`src/rtl/pq_pkg.sv`:
```
// Shared definitions for the instruction prefetch queue: fetch FSM encoding
// and the instruction length decode applied to the oldest queued byte.
package pq_pkg;

    localparam logic [1:0] ST_IDLE  = 2'd0;
    localparam logic [1:0] ST_WAIT  = 2'd1;
    localparam logic [1:0] ST_DRAIN = 2'd2;

    // Opcodes with a high nibble of D, E or F carry a 16-bit extension.
    function automatic logic [2:0] instr_len(input logic [7:0] b0);
        return (b0 >= 8'hD0) ? 3'd4 : 3'd2;
    endfunction

endpackage

```
`src/rtl/pq_fifo.sv`:
```
// Byte circular buffer: 2-byte push, 2/4-byte pop, 4-byte head window with
// bytes beyond the current fill level forced to zero.
module pq_fifo #(
    parameter int unsigned DEPTH = 8
) (
    input  logic                     clk,
    input  logic                     rst_n,
    input  logic                     clear,
    input  logic                     push,
    input  logic [15:0]              push_data,
    input  logic                     pop,
    input  logic                     pop4,
    output logic [$clog2(DEPTH):0]   count,
    output logic [31:0]              peek
);

    localparam int unsigned AW = $clog2(DEPTH);

    logic [7:0]    mem [DEPTH];
    logic [AW-1:0] rd_ptr;
    logic [AW-1:0] wr_ptr;
    logic [AW:0]   push_n;
    logic [AW:0]   pop_n;

    assign push_n = push ? (AW+1)'(2) : '0;
    assign pop_n  = pop ? (pop4 ? (AW+1)'(4) : (AW+1)'(2)) : '0;

    always_ff @(posedge clk) begin
        if (push && !clear) begin
            mem[wr_ptr]          <= push_data[15:8];
            mem[wr_ptr + AW'(1)] <= push_data[7:0];
        end
    end

    // Pointers wrap naturally because DEPTH is a power of two.
    always_ff @(posedge clk or negedge rst_n) begin
        if (!rst_n) begin
            rd_ptr <= '0;
            wr_ptr <= '0;
            count  <= '0;
        end else if (clear) begin
            rd_ptr <= '0;
            wr_ptr <= '0;
            count  <= '0;
        end else begin
            rd_ptr <= rd_ptr + pop_n[AW-1:0];
            wr_ptr <= wr_ptr + push_n[AW-1:0];
            count  <= count + push_n - pop_n;
        end
    end

    always_comb begin
        peek = '0;
        for (int unsigned i = 0; i < 4; i++) begin
            if (count > (AW+1)'(i))
                peek[8*(3-i) +: 8] = mem[rd_ptr + AW'(i)];
        end
    end

endmodule

```
`src/rtl/prefetch_queue.sv`:
```
// Instruction prefetch queue: fetches 16-bit words into a byte FIFO and hands
// the decoder 2- or 4-byte instructions through a registered ack/window pair.
module prefetch_queue
    import pq_pkg::*;
#(
    parameter int unsigned DEPTH   = 8,
    parameter logic [15:0] RST_ADR = 16'h0000
) (
    input  logic        clk,
    input  logic        rst_n,
    input  logic        rqi_p,
    output logic        aki_n,
    output logic [31:0] cmd,
    output logic        mem_rq_p,
    input  logic        mem_ak_n,
    output logic [15:0] mem_adr,
    input  logic [15:0] mem_din,
    input  logic        flush_p,
    input  logic [15:0] flush_adr
);

    localparam int unsigned CW = $clog2(DEPTH) + 1;

    logic [1:0]    state;
    logic [15:0]   flush_lat;
    logic [15:0]   flush_even;
    logic [CW-1:0] fifo_count;
    logic [31:0]   peek;
    logic [2:0]    head_len;
    logic          ack_ok;
    logic          push;
    logic          pop;
    logic          pop4;
    logic          room;

    assign flush_even = flush_adr & 16'hFFFE;
    assign head_len   = instr_len(peek[31:24]);
    assign ack_ok     = rqi_p && !aki_n && !flush_p && (fifo_count >= CW'(head_len));
    // The head cannot move while aki_n is high, so cmd still describes it.
    assign pop        = aki_n && !flush_p;
    assign pop4       = (instr_len(cmd[31:24]) == 3'd4);
    assign push       = (state == ST_WAIT) && mem_ak_n && !flush_p;
    assign room       = (fifo_count <= CW'(DEPTH - 2));

    pq_fifo #(
        .DEPTH(DEPTH)
    ) u_fifo (
        .clk       (clk),
        .rst_n     (rst_n),
        .clear     (flush_p),
        .push      (push),
        .push_data (mem_din),
        .pop       (pop),
        .pop4      (pop4),
        .count     (fifo_count),
        .peek      (peek)
    );

    always_ff @(posedge clk or negedge rst_n) begin
        if (!rst_n) begin
            aki_n <= 1'b0;
            cmd   <= '0;
        end else begin
            aki_n <= ack_ok;
            if (ack_ok)
                cmd <= peek;
        end
    end

    always_ff @(posedge clk or negedge rst_n) begin
        if (!rst_n) begin
            state     <= ST_IDLE;
            mem_rq_p  <= 1'b0;
            mem_adr   <= RST_ADR;
            flush_lat <= '0;
        end else begin
            case (state)
                ST_IDLE: begin
                    if (flush_p) begin
                        mem_adr <= flush_even;
                    end else if (room) begin
                        mem_rq_p <= 1'b1;
                        state    <= ST_WAIT;
                    end
                end
                ST_WAIT: begin
                    // A flush coinciding with the ack drops the data immediately.
                    if (mem_ak_n) begin
                        mem_rq_p <= 1'b0;
                        state    <= ST_IDLE;
                        mem_adr  <= flush_p ? flush_even : mem_adr + 16'd2;
                    end else if (flush_p) begin
                        flush_lat <= flush_even;
                        state     <= ST_DRAIN;
                    end
                end
                ST_DRAIN: begin
                    if (mem_ak_n) begin
                        mem_rq_p <= 1'b0;
                        state    <= ST_IDLE;
                        mem_adr  <= flush_p ? flush_even : flush_lat;
                    end else if (flush_p) begin
                        flush_lat <= flush_even;
                    end
                end
                default: begin
                    mem_rq_p <= 1'b0;
                    state    <= ST_IDLE;
                end
            endcase
        end
    end

endmodule

```
`config.mk`:
```
export PLATFORM = sky130hd
export DESIGN_NAME = prefetch_queue
export DESIGN_NICKNAME = d
export VERILOG_FILES = /design/src/rtl/pq_pkg.sv /design/src/rtl/pq_fifo.sv /design/src/rtl/prefetch_queue.sv
export SDC_FILE = /design/constraint.sdc
export NUM_CORES = 1
export LEC_CHECK = 0
export BUFFER_PORTS_ARGS = -buffer_cell sky130_fd_sc_hd__buf_2
export CAP_MARGIN = 25
export CORE_MARGIN = 1
export CORE_UTILIZATION = 63
export DETAILED_ROUTE_END_ITERATION = 8
export GPL_ROUTABILITY_DRIVEN = 0
export PLACE_DENSITY_LB_ADDON = 0.3
export SETUP_SLACK_MARGIN = 0.15
export SYNTH_ARGS = -nofsm -noshare
export SYNTH_HDL_FRONTEND = slang
export SYNTH_SLANG_ARGS = --single-unit
```
`constraint.sdc`:
```
create_clock -name clk -period 6.22 [get_ports clk]
set_input_delay 0.311 -clock clk [delete_from_list [all_inputs] [get_ports clk]]
set_output_delay 0.311 -clock clk [all_outputs]
set_load 0.05 [all_outputs]
```
==> impl_metrics.env <==
export IMPL_post_cts_buffers=0
export IMPL_whs_path_depth=2
export IMPL_clkSinkCount=139
export IMPL_yosysMostFrequentCell="mux2_2"
export IMPL_rows=38
export IMPL_layout_drive_gt1_share_pct=36.3
export IMPL_power_leakage_nw=3.39
export IMPL_synth_xor_area_share_pct=0.606
export IMPL_ant_nets=0
export IMPL_cts_tree="done"
export IMPL_tns_ns=0
export IMPL_run_status="completed"
export IMPL_place_hpwl_mm=10.4
export IMPL_finalCriticalPeriod_ns=4.15
export IMPL_arrival_ns=4.46
export IMPL_grt_max_degree=76
export IMPL_cts_root_buf="clkbuf_16"
export IMPL_synth_area_top_cells="edfxtp_1, dfrtp_1, mux2_2"
export IMPL_crit_path_end_kind="register"
export IMPL_ys_top_cells_by_count="mux2_2, dfrtp_1, edfxtp_1"
export IMPL_ctsLongestPathBuffers=2
export IMPL_place_port_buffers=85
export IMPL_drc=0
export IMPL_critical_path_class="reg -> reg"
export IMPL_drtIter0Drc=613
export IMPL_die_area_mm2=0.0119
export IMPL_via_per_inst=6.52
export IMPL_power_mw=4.14
export IMPL_finalSetupViolations=0
export IMPL_seq_area_mm2=0.00380
export IMPL_reg2regPathDepth=10
export IMPL_muxShareOfSynthArea_pct=21.4
export IMPL_drt_pass1_iterations=6
export IMPL_ys_types=58
export IMPL_diodes=0
export IMPL_wl_mm=16.2
export IMPL_start_util_pct=65.6
export IMPL_syn_to_final_growth_pct=15.1
export IMPL_path_clk_slew_ns=0.06
export IMPL_htreeDepth=4
export IMPL_syn_nets=599
export IMPL_synth_top_area_share_pct=26.6
export IMPL_clock_latency_ns=0.43
export IMPL_yosys_most_used_dff="dfrtp_1"
export IMPL_core_area_mm2=0.0110
export IMPL_powerDensity_mw_per_mm2=497
export IMPL_tightest_slew_ns=0.999
export IMPL_hold_viol_final=0
export IMPL_ys_warn_count=0
export IMPL_grt_overflow_total=0
export IMPL_synthAdderAreaFrac_pct=2.28
export IMPL_die_h_um=109
export IMPL_track_usage_pct=29.5
export IMPL_worstPathMaxFanout=24
export IMPL_synth_compound_area_share_pct=9.19
export IMPL_grt_antenna_before_repair=0
export IMPL_fillers=681
export IMPL_grt_pass1_wl_mm=25.5
export IMPL_synth_simple_area_share_pct=9.95
export IMPL_asyncSetResetFlopFracSynth_pct=54.0
export IMPL_synth_avg_cell_area_um2=13.1
export IMPL_cts_resized=0
export IMPL_start_kind="register"
export IMPL_relSlewSlack_pct=33.4
export IMPL_rsz0062_at_grt="no"
export IMPL_required_ns=6.53
export IMPL_wire_per_inst_um=20.8
export IMPL_multi_input_area_mm2=0.00315
export IMPL_syn_instance_count=550
export IMPL_yosysTopAreaCell="edfxtp_1"
export IMPL_slew_violations=0
export IMPL_syn_area_mm2=0.00723
export IMPL_num_vias=5066
export IMPL_yosysSeqAreaShare_pct=52.5
export IMPL_synth_edf_count=64
export IMPL_finalClockSkew_ns=0.00741
export IMPL_synth_top_family_by_area="multiplexers"
export IMPL_fin_crit_sh_pct=66.7
export IMPL_ioPinCount=87
export IMPL_fp_dieW_um=109
export IMPL_finalNetCount=673
export IMPL_ir_worst_vdd_mv=0.392
export IMPL_synth_seq_cells=139
export IMPL_fmax_ghz=0.241
export IMPL_grt_pass1_vias=5001
export IMPL_max_cap_viol_count=0
export IMPL_min_path_type="in -> reg"
export IMPL_cts_buffers=17
through the flow:
stage	util, %	hold WS, ns	cells	worst slack (ns)	area, um^2
4_1_cts	74.9	0.0843	773	1.99	8260
2_1_floorplan	-	0.0154	550	3.45	7230
3_3_place_gp	69.5	0.472	741	2.24	7670
5_1_grt	75.4	0.131	777	1.78	8320
6_report	75.4	0.139	777	2.07	8320
3_5_place_dp	69.5	0.474	741	2.07	7670
placed cells by master, fill, tap and decap left out, drive strengths merged, types with 3 or more instances in the layout:
master,instances
edfxtp,64
ha,10
clkinvlp,3
xnor2,3
nand3,5
nor3,10
nor4,5
clkinv,5
o31ai,7
a311oi,3
o2bb2ai,4
nand4,5
dfrtp,75
inv,21
mux2,79
o21ai,26
a21oi,10
o221ai,12
nor2,26
mux4,26
nand2,37
a211oi,16
mux2i,3
clkbuf,17
nor2b,30
buf,96
cell families (layout without fill, tap and decap cells):
group / after synthesis / after routing
adders and majority gates: 12 / 12
DFF: 139 / 139
muxes: 108 / 108
AOI/OAI and AO/OA: 95 / 95
xor gates and xnor gates: 5 / 5
buffers and inverters: 58 / 145
and+or+nand+nor: 133 / 133
timing repair:
action                     4_1_cts  5_1_grt
hold buffers                     0        1
hold endpoints to repair         0        8
setup endpoints to repair        0        0
per-layer routing:
| metal | GRT usage [%] | wire length, um |
|---|---|---|
| met5 | 0 | 0 |
| met1 | 39.0 | 6620 |
| met3 | 8.07 | 1250 |
| met4 | 15.3 | 520 |
| met2 | 44.7 | 7760 |
where the power goes:
group / total [mW] / internal, mW / switching [mW]
sequential: 1.40 / 1.19 / 0.202
combinational: 1.73 / 0.573 / 1.16
clock: 1.01 / 0.597 / 0.412
total: 4.14 / 2.36 / 1.77
cell type report:
type / count / area share (%)
multi-input cells: 353 / 37.8
well taps: 140 / 2.10
flip-flops and latches: 139 / 45.6
clock buffers: 17 / 5.11
clock inverters: 15 / 2.00
repair buffers: 97 / 6.59
inverters: 16 / 0.722
state kept, by name, summed over array words and instances (netlist names):
register / flops
u_fifo.mem: 64
mem_rq_p: 1
u_fifo.rd_ptr: 2
u_fifo.wr_ptr: 2
mem_adr: 16
state: 2
flush_lat: 16
u_fifo.count: 3
aki_n: 1
cmd: 32
critical path, cell delays in order, from the launching register on:
cell and delay, ns:
dfrtp_1 0.87, buf_4 0.41, mux2i_1 0.15, a211oi_1 0.32
o211ai_1 0.17, ha_1 0.30, nand2b_1 0.09, a211oi_1 0.09
nor4b_4 0.73, buf_4 0.46, mux2_2 0.40
path summary, 6_finish.rpt:
kind,from,end,slack (ns)
worst max-delay path,u_fifo.rd_ptr[2]$_DFF_PN0_,cmd[22]$_DFFE_PN0P_,2.07
worst min-delay path,flush_adr[1],flush_lat[1]$_DFFE_PN0P_,0.14
worst max register to register,u_fifo.rd_ptr[2]$_DFF_PN0_,cmd[22]$_DFFE_PN0P_,2.07
worst min register to register,flush_lat[0]$_DFFE_PN0P_,flush_lat[0]$_DFFE_PN0P_,0.49
max in group asynchronous,rst_n,mem_adr[14]$_DFFE_PN0P_,5.38
min in group asynchronous,rst_n,cmd[24]$_DFFE_PN0P_,0.26
Power figures use the tool's default switching activity.
